### src/rtl/beat_step_sequencer_ctrl.sv
// -----------------------------------------------------------------------------
// beat_step_sequencer_ctrl
//
// Transport and tempo controller for the 16-step switch-pattern tone datapath.
// It produces the beat index (four beats per step, BEAT_COUNT beats per
// pattern) and the play enable that the tone/LED datapath consumes. It
// supports play/pause/stop, one-shot or looped playback and four tempo levels.
//
// Parameters
//   BASE_DIV    clock cycles per beat at the fastest tempo
//   BEAT_COUNT  beats per pattern; the last valid beat is BEAT_COUNT-1
//
// Ports
//   clk        system clock
//   rst        asynchronous, active-high reset
//   play_btn   one-cycle pulse: start / pause / resume
//   stop_btn   one-cycle pulse: stop and rewind to beat 0
//   tempo_up   one-cycle pulse: faster tempo (saturates at 3)
//   tempo_dn   one-cycle pulse: slower tempo (saturates at 0)
//   loop_mode  level: 1 = wrap at pattern end, 0 = one-shot
//   ibeatNum   beat index to the datapath (BEAT_COUNT while in END)
//   en         datapath play enable
//   step       current step, ibeatNum[5:2]; 0 in END
//   tempo      tempo level, 0 = slowest, 3 = fastest
//   state      IDLE=00, PLAY=01, PAUSE=10, END=11
//   done       one-cycle pattern-complete pulse
// -----------------------------------------------------------------------------
module beat_step_sequencer_ctrl #(
    parameter int unsigned BASE_DIV   = 25_000_000,
    parameter int unsigned BEAT_COUNT = 64
) (
    input  logic        clk,
    input  logic        rst,
    input  logic        play_btn,
    input  logic        stop_btn,
    input  logic        tempo_up,
    input  logic        tempo_dn,
    input  logic        loop_mode,
    output logic [11:0] ibeatNum,
    output logic        en,
    output logic [3:0]  step,
    output logic [1:0]  tempo,
    output logic [1:0]  state,
    output logic        done
);

    typedef enum logic [1:0] {
        ST_IDLE  = 2'b00,
        ST_PLAY  = 2'b01,
        ST_PAUSE = 2'b10,
        ST_END   = 2'b11
    } state_t;

    localparam logic [11:0] LAST_BEAT = 12'(BEAT_COUNT - 1);
    localparam logic [11:0] END_BEAT  = 12'(BEAT_COUNT);

    state_t      r_state;
    logic [11:0] r_beat;
    logic        r_en;
    logic [3:0]  r_step;
    logic [1:0]  r_tempo;
    logic        r_done;
    logic [31:0] r_presc;

    logic [31:0] w_div;
    logic        w_tick;
    logic [11:0] w_beat_inc;

    // Divisor follows the registered tempo, so a tempo change takes effect
    // on the cycle after it is accepted.
    assign w_div      = 32'(BASE_DIV) * (32'd4 - {30'd0, r_tempo});
    // ">=" rather than "==" so a shorter divisor ticks at once instead of
    // letting the prescaler run past it.
    assign w_tick     = (r_state == ST_PLAY) && (r_presc >= (w_div - 32'd1));
    assign w_beat_inc = r_beat + 12'd1;

    // NOTE: all state below uses non-blocking assignments so every register
    // samples pre-edge values, independent of statement order.
    always_ff @(posedge clk or posedge rst) begin
        if (rst) begin
            r_state <= ST_IDLE;
            r_beat  <= 12'd0;
            r_en    <= 1'b0;
            r_step  <= 4'd0;
            r_tempo <= 2'd1;
            r_done  <= 1'b0;
            r_presc <= 32'd0;
        end else begin
            r_done <= 1'b0;

            // Tempo is independent of transport and accepted in every state.
            if (tempo_up && !tempo_dn && (r_tempo != 2'd3)) begin
                r_tempo <= r_tempo + 2'd1;
            end else if (tempo_dn && !tempo_up && (r_tempo != 2'd0)) begin
                r_tempo <= r_tempo - 2'd1;
            end

            // Transport buttons take precedence over a coincident tick; the
            // tick's beat advance is simply dropped.
            if (stop_btn) begin
                r_state <= ST_IDLE;
                r_beat  <= 12'd0;
                r_step  <= 4'd0;
                r_en    <= 1'b0;
                r_presc <= 32'd0;
            end else begin
                case (r_state)
                    ST_IDLE: begin
                        if (play_btn) begin
                            r_state <= ST_PLAY;
                            r_en    <= 1'b1;
                            r_beat  <= 12'd0;
                            r_step  <= 4'd0;
                            r_presc <= 32'd0;
                        end
                    end
                    ST_PLAY: begin
                        if (play_btn) begin
                            // Prescaler is left as-is so resume finishes the
                            // partially counted beat.
                            r_state <= ST_PAUSE;
                            r_en    <= 1'b0;
                        end else if (w_tick) begin
                            r_presc <= 32'd0;
                            if (r_beat == LAST_BEAT) begin
                                r_done <= 1'b1;
                                r_step <= 4'd0;
                                if (loop_mode) begin
                                    r_beat <= 12'd0;
                                end else begin
                                    r_state <= ST_END;
                                    r_beat  <= END_BEAT;
                                end
                            end else begin
                                r_beat <= w_beat_inc;
                                r_step <= w_beat_inc[5:2];
                            end
                        end else begin
                            r_presc <= r_presc + 32'd1;
                        end
                    end
                    ST_PAUSE: begin
                        if (play_btn) begin
                            r_state <= ST_PLAY;
                            r_en    <= 1'b1;
                        end
                    end
                    ST_END: begin
                        if (play_btn) begin
                            r_state <= ST_PLAY;
                            r_beat  <= 12'd0;
                            r_step  <= 4'd0;
                            r_presc <= 32'd0;
                        end
                    end
                    default: begin
                        r_state <= ST_IDLE;
                        r_en    <= 1'b0;
                    end
                endcase
            end
        end
    end

    assign ibeatNum = r_beat;
    assign en       = r_en;
    assign step     = r_step;
    assign tempo    = r_tempo;
    assign state    = r_state;
    assign done     = r_done;

endmodule

### config.mk
export PLATFORM = sky130hd
export DESIGN_NAME = beat_step_sequencer_ctrl
export DESIGN_NICKNAME = d
export VERILOG_FILES = /design/src/rtl/beat_step_sequencer_ctrl.sv
export SDC_FILE = /design/constraint.sdc
export NUM_CORES = 1
export LEC_CHECK = 0
export CAP_MARGIN = 20
export CORE_MARGIN = 10
export CORE_UTILIZATION = 55
export CTS_CLUSTER_DIAMETER = 50
export DETAILED_ROUTE_END_ITERATION = 7
export HOLD_SLACK_MARGIN = 0.05
export PLACE_DENSITY = 0.75
export SYNTH_ARGS = -nofsm -noshare
export SYNTH_HDL_FRONTEND = slang
export SYNTH_SLANG_ARGS = --single-unit
### constraint.sdc
create_clock -name clk -period 13.7 [get_ports clk]
set_clock_uncertainty 0.2 [all_clocks]
set_input_delay 2.055 -clock clk [delete_from_list [all_inputs] [get_ports clk]]
set_output_delay 2.055 -clock clk [all_outputs]
set_load 0.02 [all_outputs]
==> flow_metrics.py, run 1 <==
metrics = {
    "clock_tree": {
        "root_buffer": "clkbuf_8",
        "ctsHoldBuffers": 0,
        "clk_path_buf_depth": 2,
        "numCtsBuffers": 5,
        "post-cts-setup-buffers": 0,
        "clkLatencyLatePin_ns": 0.31,
        "ctsResizeCount": 0,
        "tritoncts": "yes",
        "htreeDepth": 2,
        "clkTransAtPathRegs_ns": 0.09,
        "cts.sinks": 50,
    },
    "worst_setup_path": {
        "ff2ff_path_depth": 25,
        "worstSetupEndpointType": "register",
        "r2r-start": "tempo[0]",
        "path_max_fanout": 29,
        "critPathRequiredTime_ns": 13.70,
        "timing.rr.end": "r_presc[21]",
        "ff2ff_setup_slack_ns": 6.43,
        "cp-startpoint": "tempo[0]",
        "path_class": "reg2reg",
        "arrival_ns": 7.27,
        "cp-start-kind": "register",
    },
    "global_routing": {
        "met2_usage_pct": 29.8,
        "grt_usage_pct": 18.1,
        "antenna_found_initial": 0,
        "grt.met1_usage_pct": 24.5,
        "gr-total-overflow": 0,
        "grt_pass1_vias": 3863,
        "use_met3_pct": 2.52,
        "grt_max_degree": 51,
        "grt_pass1_wl_um": 18200,
        "grt_most_used_layer": "met2",
    },
    "pwr": {
        "power_density_nw_per_um2": 146,
        "p_sw_uw": 326,
        "ir_drop_uv": 133,
        "power_frac_comb_pct": 62.6,
        "p_int_uw": 394,
        "p_leak_nw": 2.23,
        "clkPwrFrac_pct": 14.6,
        "seqPwrFrac_pct": 22.7,
        "p_sw_share_pct": 45.2,
        "finalPower_uw": 720,
    },
    "placement": {
        "pre_cts_slack_ns": 5.87,
        "place_area_um2": 4770,
        "gp_congestion": 0.872,
        "placed_cells": 626,
        "place_hpwl_um": 7720,
        "port-buffer-count": 28,
    },
    "final_layout": {
        "drive_gt1_share_pct": 6.55,
        "n_fill_cell": 651,
        "instances_no_fill": 636,
        "fin_nets": 594,
        "fin_area_um2": 4930,
        "antenna_cells": 0,
        "final_core_util_pct": 63.1,
        "synthToLayoutAreaGrowth_pct": 10.8,
    },
    "logic_synthesis": {
        "seq_area_frac_synth_pct": 28.2,
        "ys_warn_count": 0,
        "syn_area_um2": 4450,
        "synth-xor-area-share_pct": 3.69,
        "muxShareOfSynthArea_pct": 1.60,
        "synth_edf_count": 0,
        "synth_seq_cells": 50,
        "synth_area_per_cell_um2": 8.70,
        "synth_ff_type": "dfrtp_1",
        "synth_top_family_by_area": "compound AO/OA/AOI/OAI gates",
        "synth-simple-area-share_pct": 22.2,
        "synth_compound_area_share_pct": 23.1,
        "synth_cell_types": 67,
        "syn_inst": 511,
        "synthAdderAreaFrac_pct": 15.2,
        "async_flop_share_pct": 100,
    },
    "routing": {
        "vias": 4014,
        "drtIter0Drc": 327,
        "ant_nets": 0,
        "via_per_inst": 6.31,
        "drt-total-wl_um": 10500,
        "dr.pass1.iters": 5,
        "wl_per_cell_um": 16.5,
        "drcViolationCount": 0,
    },
    "sta": {
        "fin_crit_sh_pct": 53.1,
        "rsz0062_at_grt": "no",
        "hold_violations": 0,
        "setup-tns-final_ns": 0,
        "report.final.slew_viol_count": 0,
        "fmax_mhz": 138,
        "setup_viol": 0,
        "slew_headroom_pct": 51.6,
        "timing.final.ws_setup_ns": 6.43,
        "post-route-min-period_ns": 7.27,
        "max_slew.worst_pin.slew_ns": 0.721,
        "timing.hold.ws_ns": 0.327,
    },
    "floorplan": {
        "dieArea_um2": 12100,
        "die_height_um": 110,
        "core_area_um2": 7810,
        "ios": 29,
        "rows": 32,
        "die_width_um": 110,
        "start_util_pct": 56.9,
    },
    "job": {
        "drv_cap": 0,
    },
    "hold_path": {
        "min_to": "en",
        "worstHoldStart": "en",
        "hold_path_class": "reg2reg",
        "min_delay_path_depth": 2,
    },
    "status": {
        "status": "finished, final reports clean",
    },
}
-- worst max-delay path by stage --
stage / endpoint / slack [ns] / cells past startpoint
floorplan: r_presc[11] / 7.27 / 29
global placement: r_presc[21] / 6.21 / 24
detailed placement: r_presc[19] / 5.87 / 24
CTS: r_presc[21] / 5.83 / 24
global route: r_presc[27] / 5.63 / 25
finish: r_presc[21] / 6.43 / 25
-- worst max-delay path, stage by stage (launching register included) --
cell and delay [ns]:
dfstp_2 0.73, inv_1 0.16, ha_1 0.56, nand2_1 0.20
xor2_1 0.28, ha_1 0.18, inv_1 0.04, ha_1 0.27
ha_1 0.30, ha_1 0.21, nor3_1 0.36, or3_1 0.17
nand3_1 0.07, a311oi_1 0.41, o211ai_1 0.17, a221oi_1 0.38
xor2_1 0.20, ha_1 0.26, nand4_1 0.09, nor2_1 0.08
a221oi_1 0.33, o31a_1 0.31, and2_1 0.37, buf_16 0.21
nand2_1 0.21, o41ai_1 0.39
-- synth_stat cells (all sizes together), types with 3 or more instances --
master	count	area, um2
ha	54	676
dfrtp	49	1230
nor2	44	165
nand2	40	150
inv	31	116
nand3	28	140
nand4	17	106
a21oi	16	80.1
a22o	15	131
buf	14	91.3
a31oi	13	81.3
clkbuf	13	50.0
xnor2	12	120
and3	11	68.8
and4	10	87.6
o21ai	10	50.1
a221o	9	90.1
nor3	9	45.0
o211ai	9	67.6
o31ai	9	67.6
a31o	7	61.3
and2	7	46.3
a21o	6	45.0
mux2i	6	60.1
or2	6	37.5
or3	6	37.5
o311ai	5	43.8
xor2	5	43.8
a221oi	4	35.0
a311oi	4	35.0
o2111ai	4	41.3
a2111oi	3	32.5
-- registers in the layout (all words and copies together) (netlist names) --
name / flops
state: 2
r_presc: 32
done: 1
ibeatNum: 12
tempo: 2
en: 1
-- layer usage --
layer	wire length, um	share of wire (%)
met3	500	4.8
met4	101	0.96
met1	4920	47
met2	5000	48
met5	0	0
-- layout make-up --
| cell class | count | area (um2) | area share [%] |
|---|---|---|---|
| multi-input combinational | 412 | 2970 | 60.4 |
| sequential | 50 | 1250 | 25.4 |
| timing repair buffer | 33 | 350 | 7.11 |
| tap | 102 | 128 | 2.59 |
| inverter | 31 | 116 | 2.36 |
| clock buffer | 7 | 76.3 | 1.55 |
| clock inverter | 1 | 30.0 | 0.610 |
-- layout by cell type (no fill, tap or decap), types with 3 or more instances in the layout --
master and count:
a221o_1 9, inv_1 30, and3_1 11, mux2i_1 6, dfrtp_1 49, o21ai_0 10, a21oi_1 15, nand2_1 40
a31oi_1 13, nand4_1 17, o211ai_1 9, xnor2_1 10, a21o_1 6, a311oi_1 4, nand3_1 28, or2_2 6
xor2_1 5, o2111ai_1 3, and4_1 10, and2_1 6, nor2_1 44, or3_1 6, conb_1 11, buf_4 3
nor3_1 9, o311ai_0 5, o31ai_1 9, a22o_1 15, clkbuf_8 5, ha_1 54, clkdlybuf4s50_1 28, a31o_2 7
a221oi_1 4
-- logic make-up (layout without fill, tap and decap cells) --
group,after synthesis,in the layout
other,2,11
XOR/XNOR,17,17
AO/OA/AOI/OAI,132,132
AND/OR/NAND/NOR,191,191
multiplexers,7,7
adder cells (fa/ha/maj),54,54
buffers and inverters,58,72
flip-flops,50,50
-- power groups by stage --
stage	clock [mW]	combinational (mW)	sequential (mW)
CTS	0.106	0.448	0.164
detailed placement	0	0.445	0.166
finish	0.105	0.451	0.164
global route	0.112	0.513	0.165
global placement	0	0.432	0.166
floorplan	0	0.361	0.166
Power figures use the tool's default switching activity.
==> run 2, diff against run 1 <==
==> constraint.sdc (replaced) <==
create_clock -name clk -period 6.9 [get_ports clk]
set_clock_uncertainty 0.2 [all_clocks]
set_input_delay 1.035 -clock clk [delete_from_list [all_inputs] [get_ports clk]]
set_output_delay 1.035 -clock clk [all_outputs]
set_load 0.02 [all_outputs]
==> flow_metrics.py, run 2 (synthesis gave the netlist of run 1 again) <==
metrics = {
    "final_layout": {
        "final_core_util_pct": 63.7,
        "final_common_cell": "ha_1",
        "largest_register_ffs": 32,
        "drive_gt1_share_pct": 8.16,
        "top_register": "r_presc",
        "seqCellArea_um2": 1250,
        "multi_input_area_um2": 2980,
        "n_fill_cell": 675,
        "fin_area_um2": 4970,
        "synthToLayoutAreaGrowth_pct": 11.8,
        "antenna_cells": 0,
        "mostFrequentLayoutCells": "ha_1 (54), dfrtp_1 (49), nor2_1 (44)",
        "fin_nets": 599,
        "instances_no_fill": 641,
    },
    "clock_tree": {
        "clk_path_buf_depth": 2,
        "ctsHoldBuffers": 0,
        "clkTransAtPathRegs_ns": 0.09,
        "clkLatencyLatePin_ns": 0.31,
        "tritoncts": "yes",
        "cts.sinks": 50,
        "root_buffer": "clkbuf_8",
        "numCtsBuffers": 5,
        "htreeDepth": 2,
    },
    "sta": {
        "report.final.slew_viol_count": 0,
        "fmax_mhz": 158,
        "timing.final.ws_setup_ns": 0.579,
        "fin_crit_sh_pct": 91.6,
        "hold_violations": 0,
        "slew_headroom_pct": 44.9,
        "post-route-min-period_ns": 6.32,
        "setup-tns-final_ns": 0,
        "max_slew.worst_pin.slew_ns": 0.826,
        "rsz0062_at_grt": "no",
        "setup_viol": 0,
    },
    "worst_setup_path": {
        "path_class": "reg2reg",
        "arrival_ns": 6.36,
        "path_max_fanout": 25,
        "critPathRequiredTime_ns": 6.94,
        "worstSetupEndpointType": "register",
        "cp-start-kind": "register",
    },
    "floorplan": {
        "die_height_um": 110,
        "start_util_pct": 56.9,
        "core_area_um2": 7810,
        "rows": 32,
        "die_width_um": 110,
        "ios": 29,
        "dieArea_um2": 12100,
    },
    "job": {
        "drv_cap": 0,
    },
    "placement": {
        "port-buffer-count": 28,
        "place_hpwl_um": 8040,
        "placed_cells": 631,
        "gp_congestion": 0.833,
        "pre_cts_slack_ns": 0.310,
        "place_area_um2": 4820,
    },
    "status": {
        "status": "finished, final reports clean",
    },
    "global_routing": {
        "grt_usage_pct": 18.4,
        "grt_max_degree": 51,
        "grt_pass1_wl_um": 18400,
        "gr-total-overflow": 0,
        "antenna_found_initial": 0,
        "grt_pass1_vias": 3841,
    },
    "pwr": {
        "power_density_nw_per_um2": 298,
        "ir_drop_uv": 281,
        "p_leak_nw": 2.25,
    },
    "routing": {
        "wl_per_cell_um": 16.8,
        "drcViolationCount": 0,
        "dr.pass1.iters": 5,
        "drtIter0Drc": 251,
        "ant_nets": 0,
        "vias": 4077,
        "via_per_inst": 6.36,
        "drt-total-wl_um": 10700,
    },
    "hold_path": {
        "hold_path_class": "reg2reg",
    },
}
## run 2: changes by cell type in the layout (fill, tap and decap cells not counted), sizes merged
cell / delta
buf: +5
clkbuf: -1
clkinvlp: +1
## run 2: routing by layer
metal | up-vias | track usage (%) | share of wire, %
li1 | 1977 | - | -
met1 | 1968 | 24.8 | 46
met2 | 113 | 30.1 | 48
met3 | 19 | 2.57 | 4.6
met4 | 0 | 5.11 | 1.6
met5 | - | 0 | 0
## run 2: where the power goes
part	total (mW)	switching (mW)	internal (mW)
sequential	0.311	0.00828	0.303
combinational	0.962	0.566	0.396
clock	0.210	0.102	0.108
total	1.48	0.676	0.807
## run 2: metrics by stage
stage	power, mW	hold WS, ns
2_1_floorplan	1.05	0.290
3_3_place_gp	1.21	0.304
3_5_place_dp	1.25	0.322
4_1_cts	1.46	0.343
5_1_grt	1.61	0.358
6_report	1.48	0.338
## run 2: cell type report
| class | instances | share of cell area (%) |
|---|---|---|
| clock buffer | 6 | 1.46 |
| clock inverter | 2 | 0.755 |
| inverter | 31 | 2.34 |
| multi-input combinational | 412 | 60.0 |
| sequential | 50 | 25.2 |
| tap | 102 | 2.57 |
| timing repair buffer | 38 | 7.65 |
## run 2: worst max-delay path, stage by stage (launching register included)
cell,delay [ns]
dfstp_2,0.53
inv_1,0.09
ha_1,0.39
nand2_1,0.16
xor2_1,0.25
ha_1,0.16
inv_1,0.04
ha_1,0.28
ha_1,0.32
ha_1,0.37
a311oi_1,0.22
a32oi_1,0.11
a2111oi_2,0.42
o211ai_1,0.16
a221oi_1,0.38
xor2_1,0.19
ha_1,0.26
nand4_1,0.09
nor2_1,0.08
a221oi_1,0.34
o31a_1,0.22
and2_2,0.29
buf_12,0.20
and2_4,0.30
a221o_1,0.19
## run 2: worst paths after layout
kind / startpoint / end / slack [ns] / cells after the start
setup / recovery: tempo[0] / r_presc[16] / 0.58 / 24
max in group asynchronous: rst / ibeatNum[0] / 5.25 / 3
setup reg to reg: tempo[0] / r_presc[16] / 0.58 / 24
hold / removal: r_presc[4] / r_presc[4] / 0.34 / 1
hold reg to reg: r_presc[4] / r_presc[4] / 0.34 / 1
min in group asynchronous: rst / r_presc[2] / 0.77 / 2
## run 2: timing repair
action | CTS | global route
endpoints found under the setup margin | 0 | 27
buffers inserted | 0 | 1
hold endpoints to repair | 0 | 0
resized for setup | 0 | 4
